$ cat config.mk
export PLATFORM = sky130hd
export DESIGN_NAME = crossing_controller_param
export DESIGN_NICKNAME = d
export VERILOG_FILES = /design/src/rtl/crossing_controller_param.sv
export SDC_FILE = /design/constraint.sdc
export NUM_CORES = 1
export LEC_CHECK = 0
export ABC_AREA = 1
export BUFFER_PORTS_ARGS = -buffer_cell sky130_fd_sc_hd__buf_2
export CORE_UTILIZATION = 50
export CTS_CLUSTER_DIAMETER = 80
export CTS_CLUSTER_SIZE = 40
export DETAILED_ROUTE_END_ITERATION = 6
export GPL_ROUTABILITY_DRIVEN = 0
export PLACE_DENSITY_LB_ADDON = 0.1
export SLEW_MARGIN = 20
export SYNTH_ARGS = -nofsm -noshare
export SYNTH_HDL_FRONTEND = slang
export SYNTH_SLANG_ARGS = --single-unit
$ cat constraint.sdc
create_clock -name clock -period 3.78 [get_ports clock]
set_input_delay 0.378 -clock clock [delete_from_list [all_inputs] [get_ports clock]]
set_output_delay 0.378 -clock clock [all_outputs]
set_load 0.1 [all_outputs]
$ cat src/rtl/crossing_controller_param.sv
// crossing_controller_param
//   Pedestrian/cyclist crossing controller with NREQ latched request channels,
//   a per-phase down-counting timer, a minimum traffic-green guarantee, a
//   flashing clearance phase and a flashing-amber night mode.
// Ports
//   clock      in   system clock, rising edge
//   reset      in   asynchronous active-low reset
//   start      in   [NREQ] request buttons, sampled each rising edge
//   night      in   night-mode request (level)
//   lightseq   out  [6] {traffic R,A,G, cross R, 0, cross G}
//   wait_lamp  out  [NREQ] registered-request lamps
//   busy       out  high outside GREEN and NIGHT
module crossing_controller_param #(
  parameter int NREQ      = 2,
  parameter int CNT_W     = 8,
  parameter int MIN_GREEN = 20,
  parameter int AMBER_T   = 3,
  parameter int CLEAR_T   = 2,
  parameter int CROSS_T   = 10,
  parameter int FLASH_T   = 6,
  parameter int FLASH_DIV = 2
) (
  input  logic            clock,
  input  logic            reset,
  input  logic [NREQ-1:0] start,
  input  logic            night,
  output logic [5:0]      lightseq,
  output logic [NREQ-1:0] wait_lamp,
  output logic            busy
);

  localparam logic [2:0] S_GREEN   = 3'd0;
  localparam logic [2:0] S_AMBER   = 3'd1;
  localparam logic [2:0] S_ALL_RED = 3'd2;
  localparam logic [2:0] S_CROSS   = 3'd3;
  localparam logic [2:0] S_CFLASH  = 3'd4;
  localparam logic [2:0] S_NIGHT   = 3'd5;

  localparam int FW = (FLASH_DIV > 1) ? $clog2(FLASH_DIV) : 1;

  localparam logic [CNT_W-1:0] L_GREEN = CNT_W'(MIN_GREEN - 1);
  localparam logic [CNT_W-1:0] L_AMBER = CNT_W'(AMBER_T - 1);
  localparam logic [CNT_W-1:0] L_CLEAR = CNT_W'(CLEAR_T - 1);
  localparam logic [CNT_W-1:0] L_CROSS = CNT_W'(CROSS_T - 1);
  localparam logic [CNT_W-1:0] L_FLASH = CNT_W'(FLASH_T - 1);
  localparam logic [FW-1:0]    L_FDIV  = FW'(FLASH_DIV - 1);

  logic [2:0]       r_state;
  logic [CNT_W-1:0] r_timer;
  logic [NREQ-1:0]  r_pend;
  logic             r_flash;
  logic [FW-1:0]    r_fcnt;

  logic [2:0]       w_nstate;
  logic [CNT_W-1:0] w_ntimer;
  logic [NREQ-1:0]  w_npend;
  logic             w_tz;
  logic             w_flashing;
  logic             w_enter_fl;

  assign w_tz       = (r_timer == '0);
  assign w_flashing = (r_state == S_CFLASH) || (r_state == S_NIGHT);
  assign w_enter_fl = (w_nstate != r_state) &&
                      ((w_nstate == S_CFLASH) || (w_nstate == S_NIGHT));

  always_comb begin
    w_nstate = r_state;
    w_ntimer = w_tz ? '0 : r_timer - 1'b1;
    w_npend  = r_pend;
    case (r_state)
      S_GREEN: begin
        w_npend = r_pend | start;
        if (night) begin
          w_nstate = S_NIGHT;
        end else if (w_tz && (|r_pend)) begin
          w_nstate = S_AMBER;
          w_ntimer = L_AMBER;
        end
      end
      S_AMBER: begin
        w_npend = r_pend | start;
        if (w_tz) begin
          w_nstate = S_ALL_RED;
          w_ntimer = L_CLEAR;
        end
      end
      S_ALL_RED: begin
        w_npend = r_pend | start;
        if (w_tz) begin
          w_nstate = S_CROSS;
          w_ntimer = L_CROSS;
          // the crossing about to open serves every outstanding request
          w_npend  = '0;
        end
      end
      S_CROSS: begin
        if (w_tz) begin
          w_nstate = S_CFLASH;
          w_ntimer = L_FLASH;
        end
      end
      S_CFLASH: begin
        w_npend = r_pend | start;
        if (w_tz) begin
          w_nstate = S_GREEN;
          w_ntimer = L_GREEN;
        end
      end
      S_NIGHT: begin
        w_npend = '0;
        if (!night) begin
          w_nstate = S_GREEN;
          w_ntimer = L_GREEN;
        end
      end
      default: begin
        w_nstate = S_GREEN;
        w_ntimer = L_GREEN;
      end
    endcase
    // requests are dropped on the way into night mode
    if (w_nstate == S_NIGHT) w_npend = '0;
  end

  always_ff @(posedge clock or negedge reset) begin
    if (!reset) begin
      r_state <= S_GREEN;
      r_timer <= L_GREEN;
      r_pend  <= '0;
      r_flash <= 1'b1;
      r_fcnt  <= '0;
    end else begin
      r_state <= w_nstate;
      r_timer <= w_ntimer;
      r_pend  <= w_npend;
      if (w_enter_fl) begin
        r_flash <= 1'b1;
        r_fcnt  <= '0;
      end else if (w_flashing) begin
        if (r_fcnt == L_FDIV) begin
          r_flash <= ~r_flash;
          r_fcnt  <= '0;
        end else begin
          r_fcnt  <= r_fcnt + 1'b1;
        end
      end
    end
  end

  always_comb begin
    case (r_state)
      S_GREEN:   lightseq = 6'b001100;
      S_AMBER:   lightseq = 6'b010100;
      S_ALL_RED: lightseq = 6'b100100;
      S_CROSS:   lightseq = 6'b100001;
      S_CFLASH:  lightseq = {1'b0, r_flash, 3'b000, r_flash};
      S_NIGHT:   lightseq = {1'b0, r_flash, 4'b0000};
      default:   lightseq = 6'b100100;
    endcase
  end

  assign wait_lamp = r_pend;
  assign busy      = (r_state != S_GREEN) && (r_state != S_NIGHT);

endmodule

==> summary.md <==
| Metric | Value |
|---|---|
| Core area | `1940 µm²` |
| Fill cell count | `187` |
| Critical-path top delay cell | `dfrtp_1` |
| Multi-input logic area | `538 µm²` |
| Cell depth of the worst hold path | `3` |
| Avg WL per Cell | `12.9 µm` |
| Worst-path clk slew | `0.09 ns` |
| Grt ovf | `0` |
| Post-Syn Area per Cell | `7.97 µm²` |
| Outcome | `finished clean` |
| Setup Skew | `0.00220 ns` |
| Synth unique cells | `33` |
| Post-Syn Area | `1030 µm²` |
| Post-Syn Instances | `129` |
| Antenna violations before repair | `0` |
| Final setup fails | `0` |
| First-pass GRT wire length | `3320 µm` |
| Crit Path Class | `reg2out` |
| Total number of yosys warnings | `0` |
| Async set-reset flop share out of synthesis | `100%` |
| TritonCTS clock tree | `yes` |
| CTS sink count | `15` |
| Largest net degree at the start of global routing | `16` |
| Die Ht | `47.4 µm` |
| I/O pins | `14` |
| #FFs+latches synth | `15` |
| Die area | `2240 µm²` |
| Fmax | `473 MHz` |
| Max_cap viols | `0` |
| Total GRT Usage | `21.5%` |
| Die width | `47.4 µm` |
| EDFF count, synth | `0` |
| H-tree Lvls | `1` |
| Part of the cycle the worst path needs | `55.9%` |
| CP Launch Type | `register` |
| Register area | `380 µm²` |
| Crit path time final | `2.11 ns` |
| Initial Utilization | `53.0%` |
| Delay-heaviest family, CP | `buffers and inverters` |
| CTS buffer count | `3` |
| Hold Path Class | `in2reg` |
| Sequence of cells on the critical path | `inv_2 -> nand2_2 -> nor2_2 -> inv_2 -> o21ai_0 -> buf_2` |
| Final Hold Viols | `0` |
| Crit path to | `lightseq[0]` |
| Sequential cell area fraction in the yosys report | `37.0%` |
| Vias post-DR | `870` |
| Crit path required time | `3.40 ns` |
| DR DRC count | `0` |
| Clock Path Buffers | `2` |
| Area growth from synthesis to layout | `10.8%` |
| Via density per instance | `5.12` |
| Most common cell after layout, fill and taps aside | `nand2_1` |
| Reg-to-Reg Start | `r_timer[0]$_DFF_PN1_` |
| Commonest non-fill, non-tap cells in the layout | `nand2_1, inv_1, buf_2` |
| Final wirelength | `2190 µm` |
| Initial DRC count | `33` |
| Worst Setup SP | `r_state[1]$_DFF_PN0_` |
| Max-slew violations | `0` |
| IO Port Bufs | `12` |
| Slack of the worst reg-to-reg path | `2.10 ns` |
| Final HPWL DP | `1690 µm` |
| Worst path bufs/invs | `3` |
| Critical Path Max Stage Delay | `0.47 ns` |
| Worst EP arrival | `1.74 ns` |
| Layout cells sized above 1 | `37.1%` |
| Critical path depth in cells | `6` |
| DRT Pass-1 Iters | `4` |
| # rows | `16` |
| RSZ-0062 raised after global routing | `false` |
| Syn_nets | `135` |
| Post_cts resized | `0` |
| Clock root cell | `clkbuf_4` |
| Setup TNS | `0 ns` |
| Antenna cells | `0` |
| Main synth FF type | `dfrtp_1` |
| CP dominant cell by count | `inv_2` |
| FF-to-FF path depth | `10` |
| Reg2reg end | `r_fcnt$_DFFE_PN0P_` |
| ANT nets after route | `0` |
| Critical Path Sink Type | `output pin` |
| Vias in the first global route | `792` |
| Max FO, Critical Path | `8` |
| Clk_lat worst skew | `0.29 ns` |
| Nets | `150` |
## per-layer routing
metal	track usage, %	share of wire (%)	up-vias
met5	0	0	-
met1	28.0	45	406
met3	2.31	3.3	5
li1	-	-	440
met2	36.2	50	19
met4	8.57	1.6	0
## area by class of cell
cell class | instances | area share [%]
inverters | 23 | 8.01
clock buffers | 4 | 2.31
multi-input cells | 88 | 47.2
flip-flops and latches | 15 | 33.4
repair buffers | 13 | 6.15
well taps | 27 | 2.96
## per-stage QoR
stage	hold WS [ns]	worst slack, ns	instance area, µm²	util [%]	std cells
2_1_floorplan	0.0824	0.492	1030	-	129
3_3_place_gp	0.299	2.04	1100	56.8	165
3_5_place_dp	0.303	1.98	1100	56.8	165
4_1_cts	0.376	1.66	1140	58.7	170
5_1_grt	0.405	1.58	1140	58.7	170
6_report	0.384	1.67	1140	58.7	170
## logic make-up after synthesis
group,after synthesis,share of synthesized area (%)
AOI/OAI and AO/OA,23,12.8
adders and majority gates,1,1.22
buffers and inverters,26,10.7
other,1,0.365
DFF,15,37.0
and+or+nand+nor,59,34.6
xor gates and xnor gates,4,3.41
## state kept, by name, indices dropped and copies added (netlist names)
signal,flops
r_timer,8
r_state,3
wait_lamp,2
r_fcnt,1
r_flash,1
## how the worst min path moves through the flow
stage,startpoint,end,slack [ns]
6_report,start[0],wait_lamp[0]$_DFFE_PN0P_,0.38
2_1_floorplan,reset,r_fcnt$_DFFE_PN0P_,0.08
5_1_grt,start[0],wait_lamp[0]$_DFFE_PN0P_,0.40
3_5_place_dp,reset,wait_lamp[1]$_DFFE_PN0P_,0.30
4_1_cts,start[0],wait_lamp[0]$_DFFE_PN0P_,0.38
3_3_place_gp,reset,wait_lamp[1]$_DFFE_PN0P_,0.30
## synth_stat cells, types with 2 or more instances
cell | n | area, µm²
a21oi_1 | 5 | 25.0
buf_4 | 2 | 15.0
clkinv_2 | 2 | 10.0
dfrtp_1 | 11 | 275
dfstp_2 | 4 | 105
inv_1 | 14 | 52.6
inv_2 | 6 | 22.5
nand2_1 | 16 | 60.1
nand2_2 | 6 | 37.5
nand2_4 | 4 | 45.0
nand3_1 | 5 | 25.0
nand3_2 | 3 | 30.0
nor2_1 | 9 | 33.8
nor2_2 | 8 | 50.1
nor3_1 | 2 | 10.0
o211ai_1 | 4 | 30.0
o21ai_0 | 8 | 40.0
o21ai_1 | 2 | 10.0
o22ai_1 | 2 | 12.5
xor2_1 | 3 | 26.3
## tightest hold or removal path, delay by kind of cell
family | cells | cell delay [ns]
compound gates | 2 | 0.17
buf+inv | 1 | 0.08
## repair_timing
| item | 4_1_cts | 5_1_grt |
|---|---|---|
| hold buffers | 1 | 0 |
| setup buffers | 0 | 0 |
| endpoints found under the hold margin | 11 | 0 |
Power is left out: the tool's default activity adds up to more than one toggle a clock period on the data nets, which glitch-free logic cannot reach.
